File: src/rtl/clock_period_meter.sv
// clock_period_meter: measures period and high time of a slow asynchronous input in clk_in cycles
module clock_period_meter #(
  parameter int COUNT_WIDTH = 24,
  parameter int TIMEOUT_MAX = 10_000_000
) (
  input  logic                   clk_in,
  input  logic                   reset,
  input  logic                   sig_in,
  output logic [COUNT_WIDTH-1:0] period,
  output logic [COUNT_WIDTH-1:0] high_time,
  output logic                   period_valid,
  output logic                   timeout
);
  typedef enum logic [1:0] {IDLE, MEASURE, LOST} state_t;
  localparam logic [COUNT_WIDTH-1:0] TMAX = COUNT_WIDTH'(TIMEOUT_MAX);
  localparam logic [COUNT_WIDTH-1:0] ONE = COUNT_WIDTH'(1);
  state_t state_q, state_d;
  logic s1_q, s2_q, prev_q;
  logic [COUNT_WIDTH-1:0] cnt_q, cnt_d, hi_q, hi_d, period_q, period_d, high_q, high_d;
  logic valid_q, valid_d, timeout_q, timeout_d;
  logic rise;
  assign rise = s2_q & ~prev_q;
  assign period = period_q;
  assign high_time = high_q;
  assign period_valid = valid_q;
  assign timeout = timeout_q;
  // synchronizer, edge flop and all measurement state
  always_ff @(posedge clk_in or posedge reset) begin
    if (reset) begin
      s1_q <= 1'b0;
      s2_q <= 1'b0;
      prev_q <= 1'b0;
      state_q <= IDLE;
      cnt_q <= '0;
      hi_q <= '0;
      period_q <= '0;
      high_q <= '0;
      valid_q <= 1'b0;
      timeout_q <= 1'b0;
    end else begin
      s1_q <= sig_in;
      s2_q <= s1_q;
      prev_q <= s2_q;
      state_q <= state_d;
      cnt_q <= cnt_d;
      hi_q <= hi_d;
      period_q <= period_d;
      high_q <= high_d;
      valid_q <= valid_d;
      timeout_q <= timeout_d;
    end
  end
  // next state: a rise publishes the running counts, a full count without a rise declares loss
  always_comb begin
    state_d = state_q;
    cnt_d = cnt_q;
    hi_d = hi_q;
    period_d = period_q;
    high_d = high_q;
    valid_d = 1'b0;
    timeout_d = timeout_q;
    if (state_q == MEASURE) begin
      if (rise) begin
        period_d = cnt_q;
        high_d = hi_q;
        valid_d = 1'b1;
        timeout_d = 1'b0;
        cnt_d = ONE;
        hi_d = ONE;
      end else if (cnt_q == TMAX) begin
        state_d = LOST;
        timeout_d = 1'b1;
        period_d = '0;
        high_d = '0;
      end else begin
        cnt_d = cnt_q + ONE;
        hi_d = hi_q + COUNT_WIDTH'(s2_q);
      end
    end else if (rise) begin
      state_d = MEASURE;
      cnt_d = ONE;
      hi_d = ONE;
    end
  end
endmodule

File: config.mk
export PLATFORM = sky130hd
export DESIGN_NAME = clock_period_meter
export DESIGN_NICKNAME = d
export VERILOG_FILES = /design/src/rtl/clock_period_meter.sv
export SDC_FILE = /design/constraint.sdc
export NUM_CORES = 1
export LEC_CHECK = 0
export CORE_ASPECT_RATIO = 2
export CORE_MARGIN = 1.5
export CORE_UTILIZATION = 56
export DETAILED_ROUTE_END_ITERATION = 6
export PLACE_DENSITY_LB_ADDON = 0.2
export SKIP_LAST_GASP = 1
export SLEW_MARGIN = 20
export SYNTH_ARGS = -nofsm -noshare
export SYNTH_HDL_FRONTEND = slang
export SYNTH_SLANG_ARGS = --single-unit
export TNS_END_PERCENT = 20
File: constraint.sdc
create_clock -name clk_in -period 5.1 [get_ports clk_in]
set_input_delay 1.275 -clock clk_in [delete_from_list [all_inputs] [get_ports clk_in]]
set_output_delay 1.275 -clock clk_in [all_outputs]
set_load 0.01 [all_outputs]
# After elaboration in Yosys (flattened, before gate mapping)
# Index checks and enable logic that the tools add are counted.
# totals
n_memories	0
latchBits	0
inputBits	3
wordCells	41
mem_bits_rw	0
rom_bits	0
register_bits	103
out_inout_bits	50
# op_classes
mux	18
n_mul	0
n_reduce_logical	5
n_lt_le_gt_ge	0
div_mod_pow	0
eq_ne	4
n_addsub	2
n_shift	0
n_bitwise	2
# op_table
operator	n
$mux W24	10
$add A24 B1 Y24	1
$add A24 B1 Y24 const B	1
$eq A24 B24 Y1 const B	1
$mux W2	4
$mux W1	4
$ne A2 B2 Y1 const B	2
$reduce_and A2 Y1	2
$reduce_bool A2 Y1	2
$reduce_and A3 Y1	1
$eq A2 B1 Y1 const B	1
$and A1 B1 Y1	1
$not A1 Y1	1

# Depth between registers and ports, before layout
# Gate-level depths: netlist (run 1).
# depth
word_depth	4
mapped_depth	9
depth_no_buf	7

# Worst setup path after synthesis (run 1)
# No wires, ideal clock.
# synth_timing
path_type	reg-to-reg
from	register s2_q
to	register hi_q[18]
required_ps	5022
slack_ps	3146
stages_incl_launch_ff	8
period_less_slack_ps	1954
arrival_ps	1877
path_cell_list	dfrtp_1 ha_1 ha_1 nand3_1 nor4_2 o211ai_2 or3_1 a21oi_1
# synth_between
elab_chain_cells	4
elab_cells_between_ends	8
cone_classes	add/sub (1); eq/ne (1); mux (3); bitwise (1); reduce/logical (2)
# synth_rtl
element	line_no	rtl
start: declaration	18	logic s1_q, s2_q, prev_q;
start signal: assignment	42	s2_q <= s1_q;
$add A24 B1 Y24	77	hi_d = hi_q + COUNT_WIDTH'(s2_q);
$mux W24	70	end else if (cnt_q == TMAX) begin
$mux W24	63	if (rise) begin
$mux W24	62	if (state_q == MEASURE) begin
end signal: assignment	46	hi_q <= hi_d;
end: declaration	19	logic [COUNT_WIDTH-1:0] cnt_q, cnt_d, hi_q, hi_d, period_q, period_d, high_q, high_d;
# Several ways; a longest one is shown, not always the timed one. The select of a mux whose other input is x is not followed.
# A chain may end at the register's enable or synchronous reset.

# Worst setup path in the final report (run 1)
# layout_timing
from	register period_q[2] (netlist: period[2])
to	output period[2]
# layout_lines
element	line_no	rtl
start: declaration	19	
start signal: assignment	47	period_q <= period_d;
end: declaration	9	output logic [COUNT_WIDTH-1:0] period,
# No word-level cell between the ends.

==> results of run 1 <==
-- logic make-up after synthesis --
kind of cell	share of synthesized area
fa+ha+maj	0.01102
simple gates	0.1724
flops	0.5673
xor+xnor	0.05976
buf+inv	0.03470
compound gates	0.1548
-- cell type report --
type,count,area (sq um),area share
Timing Repair Buffer,57,578.1,0.1063
Inverter,7,28.78,0.005292
Multi-Input combinational cell,265,1834,0.3373
Clock inverter,3,42.54,0.007823
Tap cell,96,120.1,0.02209
Sequential cell,103,2577,0.4740
Clock buffer,12,256.5,0.04717
-- registers in the layout, indices dropped and copies added (netlist names) --
name and cells:
high_time 24, prev_q 1, timeout 1, state_q 2
s2_q 1, hi_q 24, period 24, s1_q 1
period_valid 1, cnt_q 24
-- final timing paths --
path                                 from           end
worst max register to register   cnt_q[0]  high_time[3]
worst max-delay path            period[2]     period[2]
max in group asynchronous           reset       timeout
min in group asynchronous           reset  high_time[1]
worst min-delay path                 s1_q          s2_q
worst min register to register       s1_q          s2_q
-- report_power, final --
group,switching [mW],leakage (nW),internal [mW]
Sequential,0.0590,1.41,0.864
Clock,0.287,0.145,0.404
Combinational,0.100,0.879,0.0917
Total,0.446,2.43,1.36
-- synthesized netlist by cell type (all sizes together), types with 2 or more instances --
cell type | count | share of area
a21oi | 16 | 0.018
a22o | 48 | 0.093
and3 | 5 | 0.0069
and4 | 2 | 0.0041
buf | 13 | 0.020
clkbuf | 10 | 0.0085
dfrtp | 103 | 0.57
ha | 4 | 0.011
inv | 7 | 0.0058
nand2 | 16 | 0.013
nand2b | 2 | 0.0028
nand3 | 21 | 0.024
nand4 | 15 | 0.029
nor2 | 43 | 0.036
nor3 | 6 | 0.0077
nor4 | 6 | 0.016
o2111ai | 2 | 0.0039
o211ai | 7 | 0.016
o21ai | 19 | 0.022
o31ai | 2 | 0.0033
or3 | 12 | 0.017
or4 | 2 | 0.0033
xnor2 | 7 | 0.013
xor2 | 24 | 0.046
-- metrics by stage --
step	power (mW)	cells
2_1_floorplan	1.041	398
3_3_place_gp	1.120	527
3_5_place_dp	1.128	527
4_1_cts	1.812	542
5_1_grt	1.873	543
6_report	1.806	543
-- layer usage --
metal	routed length [um]	GRT usage	up-vias
li1	-	-	1537
met3	244	0.04538	14
met4	165	0.07803	0
met5	0	0	-
met2	5628	0.4594	57
met1	3954	0.3096	1711
==> flow_metrics.py, run 1 <==
metrics = {
    "status": {
        "run_status": "finished clean",
    },
    "synth": {
        "ys_seq_area_frac": 0.5673,
        "synth_edf_count": 0,
        "synth_flop_cell": "dfrtp_1",
        "synth_seq_cells": 103,
        "synth_warnings": 0,
        "synth_cell_types": 48,
        "syn_area_sq_um": 4543,
        "syn_nets": 405,
        "synthArstFlopShare": 1.000,
        "avgSynthCellArea_sq_um": 11.41,
        "syn_inst": 398,
    },
    "sta": {
        "worstMarginPinSlew_ps": 757.1,
        "post-route-period-util": 0.4992,
        "fin_ws_ps": 2554,
        "fin_skew_ps": 6.512,
        "fin_tns_setup_ps": 0,
        "clock.fmax_mhz": 392.8,
        "maxSlewHeadroom": 0.4952,
        "timing.hold.ws_ps": 352.7,
        "slew_viol_final": 0,
        "setup_viol": 0,
        "hold_viol": 0,
        "fin_crit_ps": 2546,
        "rsz0062_at_grt": "false",
    },
    "clocking": {
        "cts.sinks": 103,
        "cts_tree": "yes",
        "root_buffer": "clkbuf_16",
        "clkLatencyLatePin_ps": 350,
        "clockBufferDepth": 2,
        "cts_buffers": 9,
        "clk_pin_slew_ps": 60,
        "hold_buffers": 0,
        "cts_resized": 0,
        "post_cts_buffers": 0,
        "cts_max_level": 3,
    },
    "placement": {
        "port_buffers": 52,
        "place_hpwl_um": 6592,
        "place.gp.congestion": 0.8485,
        "place_ws_ps": 2519,
        "placed_cell_area_sq_um": 5111,
    },
    "routing": {
        "vias": 3319,
        "route.detailed.drc": 0,
        "vias_per_cell": 6.112,
        "drt_wl_total_um": 9993,
        "drt_iter0_markers": 205,
        "wl_per_cell_um": 18.40,
        "ant_nets": 0,
        "dr.pass1.iters": 4,
    },
    "floorplan": {
        "die_w_um": 66.69,
        "die_h_um": 130.4,
        "dieArea_sq_um": 8695,
        "start_util": 0.5762,
        "num_rows": 46,
        "io_pins": 53,
        "core_sq_um": 7885,
    },
    "layout": {
        "n_fill_cell": 572,
        "mostFrequentLayoutCell": "dfrtp_1",
        "final_cell_mix": "dfrtp_1 (103), clkdlybuf4s50_1 (52), a22o_1 (48)",
        "area_growth_pct": 19.69,
        "drive_above_1_share": 0.09620,
        "diodes": 0,
        "post-route-util": 0.6896,
        "nets": 450,
        "stdcell_area_sq_um": 5438,
    },
    "run": {
        "maxCapViolations": 0,
    },
    "worst_hold_path": {
        "hp-class": "reg -> reg",
        "holdPathStages": 0,
    },
    "critical_path": {
        "cp_cell_sequence": "clkdlybuf4s50_1",
        "critPathLaunchType": "flip-flop",
        "reg2reg_setup_slack_ps": 2670,
        "arrival_ps": 1270,
        "rr_worst_depth": 8,
        "crit_fanout": 2,
        "slowest_stage": "clkdlybuf4s50_1",
        "path_buf_inv": 1,
        "cp-end-kind": "output port",
        "critPathKind": "reg -> out",
        "critical_path_depth": 1,
        "critical_path.top_delay_family": "buffers and inverters",
        "max_stage_delay_ps": 550,
        "required_ps": 3830,
    },
    "grt": {
        "gr-total-overflow": 0,
        "grt_usage": 0.2563,
        "grt_pass1_vias": 3289,
        "grt_pass1_wl_um": 16840,
        "grt_max_degree": 51,
        "antenna_found_initial": 0,
    },
    "pwr": {
        "p_leak_nw": 2.430,
        "power_density_nw_per_um2": 332.2,
        "ir_drop_v": 0.0002430,
    },
}
Power figures use the tool's default switching activity.
==> inputs of run 2 (changes only) <==
--- a/config.mk
+++ b/config.mk
@@ -7,7 +7,7 @@
 export LEC_CHECK = 0
 export CORE_ASPECT_RATIO = 2
 export CORE_MARGIN = 1.5
-export CORE_UTILIZATION = 56
+export CORE_UTILIZATION = 50
 export DETAILED_ROUTE_END_ITERATION = 6
 export PLACE_DENSITY_LB_ADDON = 0.2
 export SKIP_LAST_GASP = 1
==> constraint.sdc (replaced) <==
create_clock -name clk_in -period 2.16 [get_ports clk_in]
set_input_delay 0.54 -clock clk_in [delete_from_list [all_inputs] [get_ports clk_in]]
set_output_delay 0.54 -clock clk_in [all_outputs]
set_load 0.01 [all_outputs]
==> run 2 against run 1 <==
Critical path depth increased by 7. Wire length increased by 5.3%. Setup slack got worse by 2400 ps. Largest cell class unchanged. First-iteration DRC count decreased by 7.8%. Critical endpoint is now hi_q[6]. Clock power increased by 120%. Die area increased by 12%. Global-route usage decreased by 2.5 points. Largest power group unchanged. Via count increased by 3.3%. Highest routed layer unchanged.
==> flow_metrics.py, run 2 (synthesized netlist as in run 1, its figures left out) <==
metrics = {
    "floorplan": {
        "core_sq_um": 8890,
        "start_util": 0.5110,
        "io_pins": 53,
        "die_h_um": 137.8,
        "dieArea_sq_um": 9701,
        "num_rows": 49,
        "die_w_um": 70.40,
    },
    "layout": {
        "drive_above_1_share": 0.1459,
        "mostFrequentLayoutCell": "dfrtp_1",
        "final_cell_mix": "dfrtp_1 (103), clkdlybuf4s50_1 (52), a22o_1 (48)",
        "post-route-util": 0.6370,
        "finalNonFillerCells": 575,
        "area_growth_pct": 24.65,
        "nets": 475,
        "diodes": 0,
        "stdcell_area_sq_um": 5663,
    },
    "sta": {
        "worstMarginPinSlew_ps": 433.3,
        "fin_crit_ps": 2055,
        "maxSlewHeadroom": 0.7085,
        "post-route-period-util": 0.9513,
        "rsz0062_at_grt": "true",
        "slew_viol_final": 0,
        "setup_viol": 0,
        "clock.fmax_mhz": 486.7,
        "fin_skew_ps": 6.090,
        "hold_viol": 0,
    },
    "critical_path": {
        "cp-end-kind": "flip-flop",
        "critPathKind": "reg -> reg",
        "startpoint": "cnt_q[0]",
        "crit_fanout": 12,
        "worst_r2r_startpoint": "cnt_q[0]",
        "max_stage_delay_ps": 500,
        "required_ps": 2430,
        "arrival_ps": 2320,
        "rr_worst_depth": 8,
        "critPathLaunchType": "flip-flop",
        "cp_cell_sequence": "inv_1 > ha_1 > and3b_2 > nand4_4 > o21ai_2 > buf_4 > or4_1 > a21oi_1",
        "slowest_stage": "or4_1",
    },
    "placement": {
        "place_hpwl_um": 7147,
        "place.gp.congestion": 0.8712,
        "placed_cell_area_sq_um": 5345,
        "port_buffers": 52,
        "dp_cells": 557,
    },
    "routing": {
        "route.detailed.drc": 0,
        "dr.pass1.iters": 6,
        "vias": 3427,
        "drt_iter0_markers": 189,
        "ant_nets": 0,
        "wl_per_cell_um": 18.30,
        "vias_per_cell": 5.960,
        "drt_wl_total_um": 10520,
    },
    "worst_hold_path": {
        "holdPathStages": 0,
        "hp-class": "reg -> reg",
        "hold_path.startpoint": "s1_q",
    },
    "pwr": {
        "power_density_nw_per_um2": 746.3,
        "p_leak_nw": 2.552,
        "p_total_mw": 4.226,
        "ir_drop_v": 0.0005019,
    },
    "grt": {
        "grt_pass1_wl_um": 17370,
        "grt_usage": 0.2315,
        "gr-total-overflow": 0,
        "grt_max_degree": 47,
        "grt_pass1_vias": 3498,
        "antenna_found_initial": 0,
    },
    "clocking": {
        "root_buffer": "clkbuf_16",
        "clkLatencyLatePin_ps": 350,
        "clk_pin_slew_ps": 70,
        "clockBufferDepth": 2,
        "cts_max_level": 3,
        "hold_buffers": 0,
        "cts_tree": "yes",
        "cts.sinks": 103,
        "cts_buffers": 9,
    },
    "status": {
        "run_status": "finished clean",
    },
    "run": {
        "maxCapViolations": 0,
    },
}
[run 2: cell types whose count changed in the layout (fill, tap and decap cells not counted), sizes merged]
cell / change
clkinv: +1
clkbuf: -2
buf: +25
clkinvlp: +3
bufinv: -1
[run 2: timing repair]
action,4_1_cts,5_1_grt
gates cloned,0,0
setup endpoints to repair,3,7
gates resized for setup,1,3
pin swaps,1,1
buffers inserted,2,0
[run 2: per-layer routing]
layer / part of all wire / wire [um] / global-route usage
met1: 0.39 / 4065 / 0.2647
met5: 0 / 0 / 0
met2: 0.55 / 5835 / 0.4219
met4: 0.028 / 290 / 0.09402
met3: 0.031 / 329 / 0.04023
[run 2: worst paths after layout]
kind	slack [ps]	end
max	110	hi_q[6]
min	360	s2_q
max reg2reg	110	hi_q[6]
min reg2reg	360	s2_q
max in group asynchronous	1040	cnt_q[0]
min in group asynchronous	550	high_time[23]
[run 2: power by group]
part	switching, mW	internal, mW
Sequential	0.0915	2.04
Clock	0.715	0.785
Combinational	0.303	0.292
Total	1.11	3.12
[run 2: per-stage QoR]
step / hold slack, ps / setup TNS, ps / setup WS, ps
after global routing: 387.5 / -38.16 / -27.79
after global placement: 341.4 / 0 / 64.59
final: 363.9 / 0 / 105.3
after floorplan: 331.2 / 0 / 205.6
after detailed placement: 355.7 / -5.296 / -5.296
after CTS: 371.9 / 0 / 0.3648
[run 2: worst max-delay path, delay by kind of cell, from the launching register on]
family	cells	cell delay, ps
compound gates	2	220
fa+ha+maj	1	200
buf+inv	2	280
flops	1	420
simple gates	3	850
[run 2: cell type report]
cell class	instances	area, sq um
fillers	699	3227
flip-flops and latches	103	2577
multi-input cells	265	1858
repair buffers	82	795.8
clock buffers	10	229.0
well taps	102	127.6
clock inverters	6	45.04
inverters	7	30.03
==> inputs of run 3 (changes only) <==
--- a/config.mk
+++ b/config.mk
@@ -10,6 +10,7 @@
 export CORE_UTILIZATION = 50
 export DETAILED_ROUTE_END_ITERATION = 6
 export PLACE_DENSITY_LB_ADDON = 0.2
+export SKIP_CTS_REPAIR_TIMING = 1
 export SKIP_LAST_GASP = 1
 export SLEW_MARGIN = 20
 export SYNTH_ARGS = -nofsm -noshare
==> run 3 against run 2 <==
Register-to-register slack barely moved. Combinational power fell by 1%. Final cell count fell by 0.17%. Sequential cell count did not move. Fmax fell by 0.53%. Non-clock buffer count fell by 1. Clock skew rose by 1.7 ps. Wire length barely moved. Final area barely moved. Largest power group unchanged.
==> flow_metrics.py, run 3 (synthesized netlist as in run 1, its figures left out) <==
metrics = {
    "status": {
        "run_status": "finished clean",
    },
    "critical_path": {
        "setup.worst_path.end": "hi_q[6]",
        "startpoint": "cnt_q[0]",
        "rr_worst_depth": 8,
        "worst_r2r_startpoint": "cnt_q[0]",
        "arrival_ps": 2340,
        "cp-end-kind": "flip-flop",
        "path_buf_inv": 2,
        "required_ps": 2430,
        "max_stage_delay_ps": 500,
        "crit_fanout": 12,
        "critical_path_depth": 8,
        "critPathKind": "reg -> reg",
        "cp_cell_sequence": "inv_1 > ha_1 > and3b_2 > nand4_4 > o21ai_2 > buf_4 > or4_1 > a21oi_1",
        "critPathLaunchType": "flip-flop",
        "reg2reg_setup_slack_ps": 90,
        "slowest_stage": "or4_1",
        "rr_endpoint": "hi_q[6]",
        "critical_path.top_delay_family": "simple AND/OR/NAND/NOR gates",
    },
    "grt": {
        "grt_usage": 0.2302,
        "grt_use_met3": 0.04023,
        "antenna_found_initial": 0,
        "grt_pass1_vias": 3467,
        "use_met1": 0.2647,
        "top_usage_layer": "met2",
        "gr-total-overflow": 0,
        "grt_max_degree": 47,
        "use_met2": 0.4203,
        "grt_pass1_wl_um": 17280,
    },
    "floorplan": {
        "start_util": 0.5110,
        "io_pins": 53,
        "die_w_um": 70.40,
        "dieArea_sq_um": 9701,
        "core_sq_um": 8890,
        "die_h_um": 137.8,
        "num_rows": 49,
    },
    "layout": {
        "final_cell_mix": "dfrtp_1 (103), clkdlybuf4s50_1 (52), a22o_1 (48)",
        "diodes": 0,
        "area_growth_pct": 24.59,
        "n_fill_cell": 699,
        "nets": 474,
        "finalNonFillerCells": 574,
        "drive_above_1_share": 0.1462,
        "mostFrequentLayoutCell": "dfrtp_1",
        "stdcell_area_sq_um": 5660,
    },
    "routing": {
        "ant_nets": 0,
        "drt_wl_total_um": 10510,
        "wl_per_cell_um": 18.32,
        "dr.pass1.iters": 4,
        "drt_iter0_markers": 181,
        "route.detailed.drc": 0,
        "vias": 3410,
        "vias_per_cell": 5.941,
    },
    "clocking": {
        "root_buffer": "clkbuf_16",
        "clockBufferDepth": 2,
        "cts_tree": "yes",
        "cts.sinks": 103,
        "clk_pin_slew_ps": 70,
        "cts_max_level": 3,
        "clkLatencyLatePin_ps": 350,
        "cts_buffers": 9,
    },
    "sta": {
        "setup_viol": 0,
        "clock.fmax_mhz": 484.1,
        "slew_viol_final": 0,
        "post-route-period-util": 0.9564,
        "fin_crit_ps": 2066,
        "maxSlewHeadroom": 0.7058,
        "rsz0062_at_grt": "true",
        "fin_ws_ps": 94.26,
        "fin_skew_ps": 7.750,
        "worstMarginPinSlew_ps": 437.3,
        "hold_viol": 0,
    },
    "placement": {
        "port_buffers": 52,
        "dp_cells": 557,
        "placed_cell_area_sq_um": 5345,
        "place_ws_ps": -5.296,
        "place.gp.congestion": 0.8712,
        "place_hpwl_um": 7147,
    },
    "run": {
        "maxCapViolations": 0,
    },
    "pwr": {
        "power_density_nw_per_um2": 746.7,
        "ir_drop_v": 0.0005037,
        "p_leak_nw": 2.548,
    },
    "worst_hold_path": {
        "hp-class": "reg -> reg",
    },
}
run 3: how the worst min path moves through the flow:
| stage | slack (ps) | cells after the start | to | start |
|---|---|---|---|---|
| final | 370 | 0 | s2_q | s1_q |
| after global routing | 390 | 0 | s2_q | s1_q |
| after CTS | 370 | 0 | s2_q | s1_q |
| after detailed placement | 360 | 0 | s2_q | s1_q |
| after global placement | 340 | 0 | s2_q | s1_q |
| after floorplan | 330 | 0 | s2_q | s1_q |
run 3: metrics by stage:
step	total power [mW]	utilization	hold slack, ps	setup TNS (ps)
final	4.227	0.6367	366.0	0
after global routing	4.420	0.6367	387.5	-38.16
after CTS	4.234	0.6321	371.9	-70.70
after detailed placement	2.743	0.6013	355.7	-5.296
after global placement	2.729	0.6013	341.4	0
after floorplan	2.458	-	331.2	0
run 3: where the power goes:
group	switching [mW]	leakage, nW	total [mW]	internal [mW]
Clock	0.720	0.125	1.51	0.785
Sequential	0.0950	1.41	2.14	2.04
Combinational	0.300	1.02	0.586	0.286
Total	1.11	2.55	4.23	3.11
run 3: layout make-up:
class	count	area, sq um	area share
timing repair buffer	81	788.3	0.1393
clock buffer	10	229.0	0.04045
tap	102	127.6	0.02255
inverter	7	30.03	0.005305
multi-input combinational	265	1863	0.3291
sequential	103	2577	0.4553
clock inverter	6	45.04	0.007958
run 3: layer usage:
metal | vias to the layer above | share of wire
met5 | - | 0
met4 | 0 | 0.023
met3 | 22 | 0.028
met2 | 79 | 0.55
met1 | 1728 | 0.39
li1 | 1581 | -
